<file path="src/rtl/register_file_pkg.sv">
// Shared register-file types: default widths, address/word typedefs and
// the writeback request carried through the long-latency result buffer.
package register_file_pkg;

  localparam int RF_DATA_WIDTH = 32;
  localparam int RF_ADDR_WIDTH = 5;

  typedef logic [RF_ADDR_WIDTH-1:0] reg_addr_t;
  typedef logic [RF_DATA_WIDTH-1:0] word_t;

  typedef struct packed {
    reg_addr_t address;
    word_t     data;
  } wb_req_t;

endpackage

</file>
<file path="src/rtl/sync_fifo.sv">
// Small synchronous FIFO holding long-latency writeback requests.
// Push when full and pop when empty are ignored; full/empty/count are
// derived from the registered occupancy only.
module sync_fifo
  import register_file_pkg::*;
#(
  parameter int DEPTH = 4,
  parameter int WIDTH = $bits(wb_req_t)
) (
  input  logic                     clock,
  input  logic                     reset,
  input  logic                     push,
  input  logic                     pop,
  input  logic [WIDTH-1:0]         din,
  output logic [WIDTH-1:0]         dout,
  output logic                     full,
  output logic                     empty,
  output logic [$clog2(DEPTH):0]   count
);

  localparam int PW = $clog2(DEPTH);

  logic [PW-1:0]    rd_ptr_q, rd_ptr_d;
  logic [PW-1:0]    wr_ptr_q, wr_ptr_d;
  logic [PW:0]      count_q, count_d;
  logic [WIDTH-1:0] mem_q [DEPTH];
  logic [WIDTH-1:0] mem_d [DEPTH];
  logic             do_push_s;
  logic             do_pop_s;

  assign full      = (count_q == (PW+1)'(DEPTH));
  assign empty     = (count_q == (PW+1)'(0));
  assign count     = count_q;
  assign dout      = mem_q[rd_ptr_q];
  assign do_push_s = push && !full;
  assign do_pop_s  = pop && !empty;

  // Next-state for storage, pointers and occupancy.
  always_comb begin
    mem_d    = mem_q;
    wr_ptr_d = wr_ptr_q;
    rd_ptr_d = rd_ptr_q;
    if (do_push_s) begin
      mem_d[wr_ptr_q] = din;
      wr_ptr_d        = wr_ptr_q + PW'(1);
    end else begin
      wr_ptr_d = wr_ptr_q;
    end
    if (do_pop_s) begin
      rd_ptr_d = rd_ptr_q + PW'(1);
    end else begin
      rd_ptr_d = rd_ptr_q;
    end
    case ({do_push_s, do_pop_s})
      2'b10:   count_d = count_q + (PW+1)'(1);
      2'b01:   count_d = count_q - (PW+1)'(1);
      default: count_d = count_q;
    endcase
  end

  // State registers; reset empties the buffer and clears stale entries.
  always_ff @(posedge clock or posedge reset) begin
    if (reset) begin
      rd_ptr_q <= PW'(0);
      wr_ptr_q <= PW'(0);
      count_q  <= (PW+1)'(0);
      for (int i = 0; i < DEPTH; i++) begin
        mem_q[i] <= WIDTH'(0);
      end
    end else begin
      rd_ptr_q <= rd_ptr_d;
      wr_ptr_q <= wr_ptr_d;
      count_q  <= count_d;
      mem_q    <= mem_d;
    end
  end

endmodule

</file>
<file path="src/rtl/writeback_arbiter.sv">
// Register-file write port arbiter: the ALU result always wins, otherwise
// the oldest buffered long-latency result is written. Also tracks pending
// long-latency destinations for decode hazard checks and stalls the ALU
// when buffered results have waited too long.
module writeback_arbiter
  import register_file_pkg::*;
#(
  parameter int DATA_WIDTH   = RF_DATA_WIDTH,
  parameter int ADDR_WIDTH   = RF_ADDR_WIDTH,
  parameter int FIFO_DEPTH   = 4,
  parameter int STARVE_LIMIT = 8
) (
  input  logic                  clock,
  input  logic                  reset,
  input  logic                  alu_valid,
  input  logic [ADDR_WIDTH-1:0] alu_address,
  input  logic [DATA_WIDTH-1:0] alu_data,
  output logic                  alu_stall,
  input  logic                  mdu_valid,
  output logic                  mdu_ready,
  input  logic [ADDR_WIDTH-1:0] mdu_address,
  input  logic [DATA_WIDTH-1:0] mdu_data,
  input  logic                  issue_valid,
  input  logic [ADDR_WIDTH-1:0] issue_address,
  input  logic [ADDR_WIDTH-1:0] rs,
  input  logic [ADDR_WIDTH-1:0] rt,
  output logic                  rs_busy,
  output logic                  rt_busy,
  output logic [ADDR_WIDTH-1:0] writeback_address,
  output logic [DATA_WIDTH-1:0] writeback_data,
  output logic                  writeback_enable
);

  localparam int NUM_REGS = 2 ** ADDR_WIDTH;
  localparam int REQ_W    = ADDR_WIDTH + DATA_WIDTH;
  localparam int FCW      = $clog2(FIFO_DEPTH) + 1;
  localparam int CNT_W    = $clog2(STARVE_LIMIT) + 1;

  logic                  fifo_full_s;
  logic                  fifo_empty_s;
  logic [FCW-1:0]        fifo_count_s;
  logic [REQ_W-1:0]      fifo_head_s;
  logic [ADDR_WIDTH-1:0] head_addr_s;
  logic [DATA_WIDTH-1:0] head_data_s;
  logic                  push_s;
  logic                  pop_s;

  logic [ADDR_WIDTH-1:0] wb_addr_q, wb_addr_d;
  logic [DATA_WIDTH-1:0] wb_data_q, wb_data_d;
  logic                  wb_en_q, wb_en_d;
  logic [NUM_REGS-1:0]   busy_q, busy_d;
  logic [CNT_W-1:0]      starve_q, starve_d;
  logic                  stall_q, stall_d;

  // mdu_ready depends only on current occupancy, so a same-cycle pop
  // never opens a slot for a push when the buffer is full.
  assign push_s      = mdu_valid && !fifo_full_s;
  assign pop_s       = !alu_valid && !fifo_empty_s;
  assign head_addr_s = fifo_head_s[REQ_W-1:DATA_WIDTH];
  assign head_data_s = fifo_head_s[DATA_WIDTH-1:0];

  sync_fifo #(
    .DEPTH (FIFO_DEPTH),
    .WIDTH (REQ_W)
  ) u_fifo (
    .clock (clock),
    .reset (reset),
    .push  (push_s),
    .pop   (pop_s),
    .din   ({mdu_address, mdu_data}),
    .dout  (fifo_head_s),
    .full  (fifo_full_s),
    .empty (fifo_empty_s),
    .count (fifo_count_s)
  );

  // Source selection; writes to register 0 are consumed but not enabled.
  always_comb begin
    wb_en_d   = 1'b0;
    wb_addr_d = wb_addr_q;
    wb_data_d = wb_data_q;
    if (alu_valid) begin
      wb_en_d   = (alu_address != ADDR_WIDTH'(0));
      wb_addr_d = alu_address;
      wb_data_d = alu_data;
    end else if (pop_s) begin
      wb_en_d   = (head_addr_s != ADDR_WIDTH'(0));
      wb_addr_d = head_addr_s;
      wb_data_d = head_data_s;
    end else begin
      wb_en_d = 1'b0;
    end
  end

  // Pending-destination scoreboard: pop clears, issue sets (set wins).
  always_comb begin
    busy_d = busy_q;
    if (pop_s) begin
      busy_d[head_addr_s] = 1'b0;
    end else begin
      busy_d = busy_q;
    end
    if (issue_valid) begin
      busy_d[issue_address] = 1'b1;
    end else begin
      busy_d = busy_d;
    end
    busy_d[0] = 1'b0;
  end

  // Starvation tracking: count non-draining cycles with data buffered.
  always_comb begin
    if ((fifo_count_s == FCW'(0)) || pop_s) begin
      starve_d = CNT_W'(0);
    end else if (starve_q != CNT_W'(STARVE_LIMIT - 1)) begin
      starve_d = starve_q + CNT_W'(1);
    end else begin
      starve_d = starve_q;
    end
    if (pop_s) begin
      stall_d = 1'b0;
    end else if (starve_q == CNT_W'(STARVE_LIMIT - 1)) begin
      stall_d = 1'b1;
    end else begin
      stall_d = stall_q;
    end
  end

  // All arbiter state; reset drops pending bits and writeback outputs.
  always_ff @(posedge clock or posedge reset) begin
    if (reset) begin
      wb_addr_q <= ADDR_WIDTH'(0);
      wb_data_q <= DATA_WIDTH'(0);
      wb_en_q   <= 1'b0;
      busy_q    <= NUM_REGS'(0);
      starve_q  <= CNT_W'(0);
      stall_q   <= 1'b0;
    end else begin
      wb_addr_q <= wb_addr_d;
      wb_data_q <= wb_data_d;
      wb_en_q   <= wb_en_d;
      busy_q    <= busy_d;
      starve_q  <= starve_d;
      stall_q   <= stall_d;
    end
  end

  assign writeback_address = wb_addr_q;
  assign writeback_data    = wb_data_q;
  assign writeback_enable  = wb_en_q;
  assign alu_stall         = stall_q;
  assign mdu_ready         = !fifo_full_s;
  assign rs_busy           = busy_q[rs] && (rs != ADDR_WIDTH'(0));
  assign rt_busy           = busy_q[rt] && (rt != ADDR_WIDTH'(0));

endmodule

</file>
<file path="config.mk">
export PLATFORM = sky130hd
export DESIGN_NAME = writeback_arbiter
export DESIGN_NICKNAME = d
export VERILOG_FILES = /design/src/rtl/register_file_pkg.sv /design/src/rtl/sync_fifo.sv /design/src/rtl/writeback_arbiter.sv
export SDC_FILE = /design/constraint.sdc
export NUM_CORES = 1
export LEC_CHECK = 0
export ABC_AREA = 1
export BUFFER_PORTS_ARGS = -buffer_cell sky130_fd_sc_hd__buf_2
export CAP_MARGIN = 20
export CELL_PAD_IN_SITES_DETAIL_PLACEMENT = 1
export CELL_PAD_IN_SITES_GLOBAL_PLACEMENT = 1
export CORE_MARGIN = 4
export CORE_UTILIZATION = 26
export DETAILED_ROUTE_END_ITERATION = 7
export PLACE_DENSITY_LB_ADDON = 0.3
export SLEW_MARGIN = 10
export SYNTH_ARGS = -nofsm -noshare
export SYNTH_HDL_FRONTEND = slang
export SYNTH_HIERARCHICAL = 1
export SYNTH_SLANG_ARGS = --single-unit
</file>
<file path="constraint.sdc">
create_clock -name clock -period 12.8 [get_ports clock]
set_input_delay 0.64 -clock clock [delete_from_list [all_inputs] [get_ports clock]]
set_output_delay 0.64 -clock clock [all_outputs]
set_load 0.02 [all_outputs]
</file>
==> reports/results.ini <==
[critical_path]
crit_top_cell = inv_1
crit_slowest_cell = buf_4
cp-start-kind = flip-flop
ff2ff_setup_slack_ns = 9.13
path_max_fanout = 99
cpPeakStageDelay_ns = 0.82
path_class = reg2reg
r2r_cells = 10
critical_path_arrival_ns = 4.15
worst_setup_path_end_kind = flip-flop
path_cells = nor2_1 > nand2_4 > inv_1 > nor2_4 > buf_4 > nand2_1 > ha_1 > inv_1 > fa_1 > o21ai_0
required_ns = 13.27

[grt]
overflow = 0
grt.total_usage_pct = 16.9
grt_pass1_wl_mm = 64.8
antenna_found_initial = 1
grt_pass1_vias = 11200
grt_max_degree = 100

[cts]
cts.sinks = 229
clk_pin_slew_ns = 0.06
clock_latency_ns = 0.57
post-cts-setup-buffers = 0
cts_buffers = 29
h-tree-depth = 1
cts-root-buf = clkbuf_16
cts_tree = done
ctsLongestPathBuffers = 3

[min_path]
hold_depth = 3
min_path_type = in2reg

[synthesis]
syn_area_um2 = 11600
ys_warn_count = 6
ys_ff_latch = 229
synth_edf_count = 0
postSynthAreaPerCell_um2 = 7.72
yosysSeqAreaShare_pct = 49.5
synth-async-reset-ratio_pct = 100
syn-instance-count = 1499
synthFlopType = dfrtp_1
syn-num-nets = 1600
synth_cell_type_count = 33

[detailed_routing]
vias = 10700
final_antenna_net_count = 0
detail_route.vias_per_cell = 4.86
wirelength_mm = 40.9
firstDrtPassIters = 5
drt_iter0_markers = 615
drc = 0
wire_per_inst_um = 18.6

[outcome]
status = finished clean

[place]
dpl.hpwl_mm = 24.5
portBuffers = 135
placed_area_um2 = 12600
gp_congestion = 0.792

[floorplanning]
die_w_um = 219
die_y_um = 219
start_util_pct = 26.2
coreArea_um2 = 44100
rows = 77
dieArea_um2 = 47900
ios = 136

[timing]
fin_skew_ns = 0.0104
hold_viol_final = 0
maxSlewHeadroom_pct = 24.7
period_needed_ns = 3.67
rsz0062_at_grt = no
fmax_ghz = 0.272
setup_viol = 0
final.setup.tns_ns = 0
post-route-period-util_pct = 28.7
final_max_slew_viol_count = 0
worst_slew_pin_slew_ns = 1.13

[final_layout]
final_common_cell = nand2_1
mostFrequentLayoutCells = 516 x nand2_1, 228 x dfrtp_1, 150 x o21ai_0, 149 x nand4_1, 135 x buf_2
final_area_um2 = 13600
antenna_cells = 0
final_nets = 1679
syn_to_final_growth_pct = 17.6
fin_util_pct = 30.8
fill_cells = 5437
drive_gt1_share_pct = 13.5

[power_and_ir_drop]
p_leak_nw = 6.76
p_per_area_nw_per_um2 = 260
irDropWorstVdd_uv = 116

[run]
cap_violations = 0

-- cells by family after synthesis --
logic type | Yosys count | share of synthesized area [%]
AOI/OAI and AO/OA | 186 | 8.31
xor gates and xnor gates | 2 | 0.151
adders and majority gates | 7 | 0.822
buffers and inverters | 172 | 6.90
DFF | 229 | 49.5
and+or+nand+nor | 903 | 34.3
-- final cells by class --
type	count	area [um^2]	share of cell area, %
sequential	229	5730	42.1
timing repair buffer	153	833	6.13
clock buffer	45	866	6.37
inverter	67	258	1.89
multi-input combinational	1098	5060	37.2
tap	592	741	5.45
clock inverter	9	116	0.855
-- metrics by stage --
step | instances | hold WS [ns] | worst slack, ns | total power, W
finish | 2193 | 0.284 | 9.13 | 0.00354
global route | 2193 | 0.273 | 8.84 | 0.00384
CTS | 2192 | 0.256 | 9.14 | 0.00359
detailed placement | 2137 | 0.453 | 9.16 | 0.00273
global placement | 2137 | 0.448 | 9.28 | 0.00268
floorplan | 1499 | 0.437 | 7.98 | 0.00224
-- where the power goes --
part | leakage [nW] | switching [W] | internal, W
registers | 2.85 | 0.000181 | 0.00106
clock network | 0.483 | 0.000336 | 0.000506
logic | 3.43 | 0.00105 | 0.000414
total | 6.76 | 0.00156 | 0.00198
-- flip-flops by register name, summed over array words and instances (netlist names) --
signal / cells
u_fifo/rd_ptr_q: 2
starve_q: 4
writeback_enable: 1
u_fifo/wr_ptr_q: 2
writeback_data: 32
alu_stall: 1
u_fifo/count: 3
writeback_address: 5
busy_q: 31
u_fifo/mem_q: 148
-- critical path, delay by kind of cell, from the launching register on --
family / cells / cell delay [ns]
flip-flops: 1 / 0.41
AO/OA/AOI/OAI: 1 / 0.19
buffers and inverters: 3 / 1.11
adder cells (fa/ha/maj): 2 / 0.68
AND/OR/NAND/NOR: 4 / 1.07
-- cell usage after synthesis, types with 2 or more instances --
cell type,number,area (um^2)
a31oi_1,2,12.5
buf_1,15,56.3
buf_2,48,240
buf_4,4,30.0
buf_6,10,113
clkbuf_1,26,97.6
clkbuf_2,2,10.0
dfrtp_1,229,5730
ha_1,6,75.1
inv_1,62,233
inv_2,5,18.8
nand2_1,516,1940
nand3_1,102,510
nand3_4,3,52.6
nand4_1,149,932
nor2_1,125,469
nor2_4,2,22.5
o211ai_1,5,37.5
o21ai_0,150,751
o21ai_1,25,125
-- path summary, 6_finish.rpt --
check,from,end
max,u_fifo/count[0],u_fifo/count[1]
min,alu_data[24],writeback_data[24]
max reg2reg,u_fifo/count[0],u_fifo/count[1]
min reg2reg,u_fifo/mem_q[87],u_fifo/mem_q[87]
max in group asynchronous,reset,u_fifo/rd_ptr_q[0]
min in group asynchronous,reset,writeback_data[14]
-- layer usage --
| metal | wire length, um | vias up | track usage (%) |
|---|---|---|---|
| met1 | 19300 | 5292 | 23.4 |
| met3 | 1500 | 45 | 2.52 |
| met4 | 641 | 2 | 2.78 |
| li1 | - | 5155 | - |
| met2 | 19400 | 170 | 28.5 |
| met5 | 13 | - | 0 |
-- repair_timing --
item                                   CTS  global route
endpoints found under the hold margin    5             0
hold buffers                             1             0
resized for setup                        0             0
No activity file was read; power rests on OpenSTA's default activity.
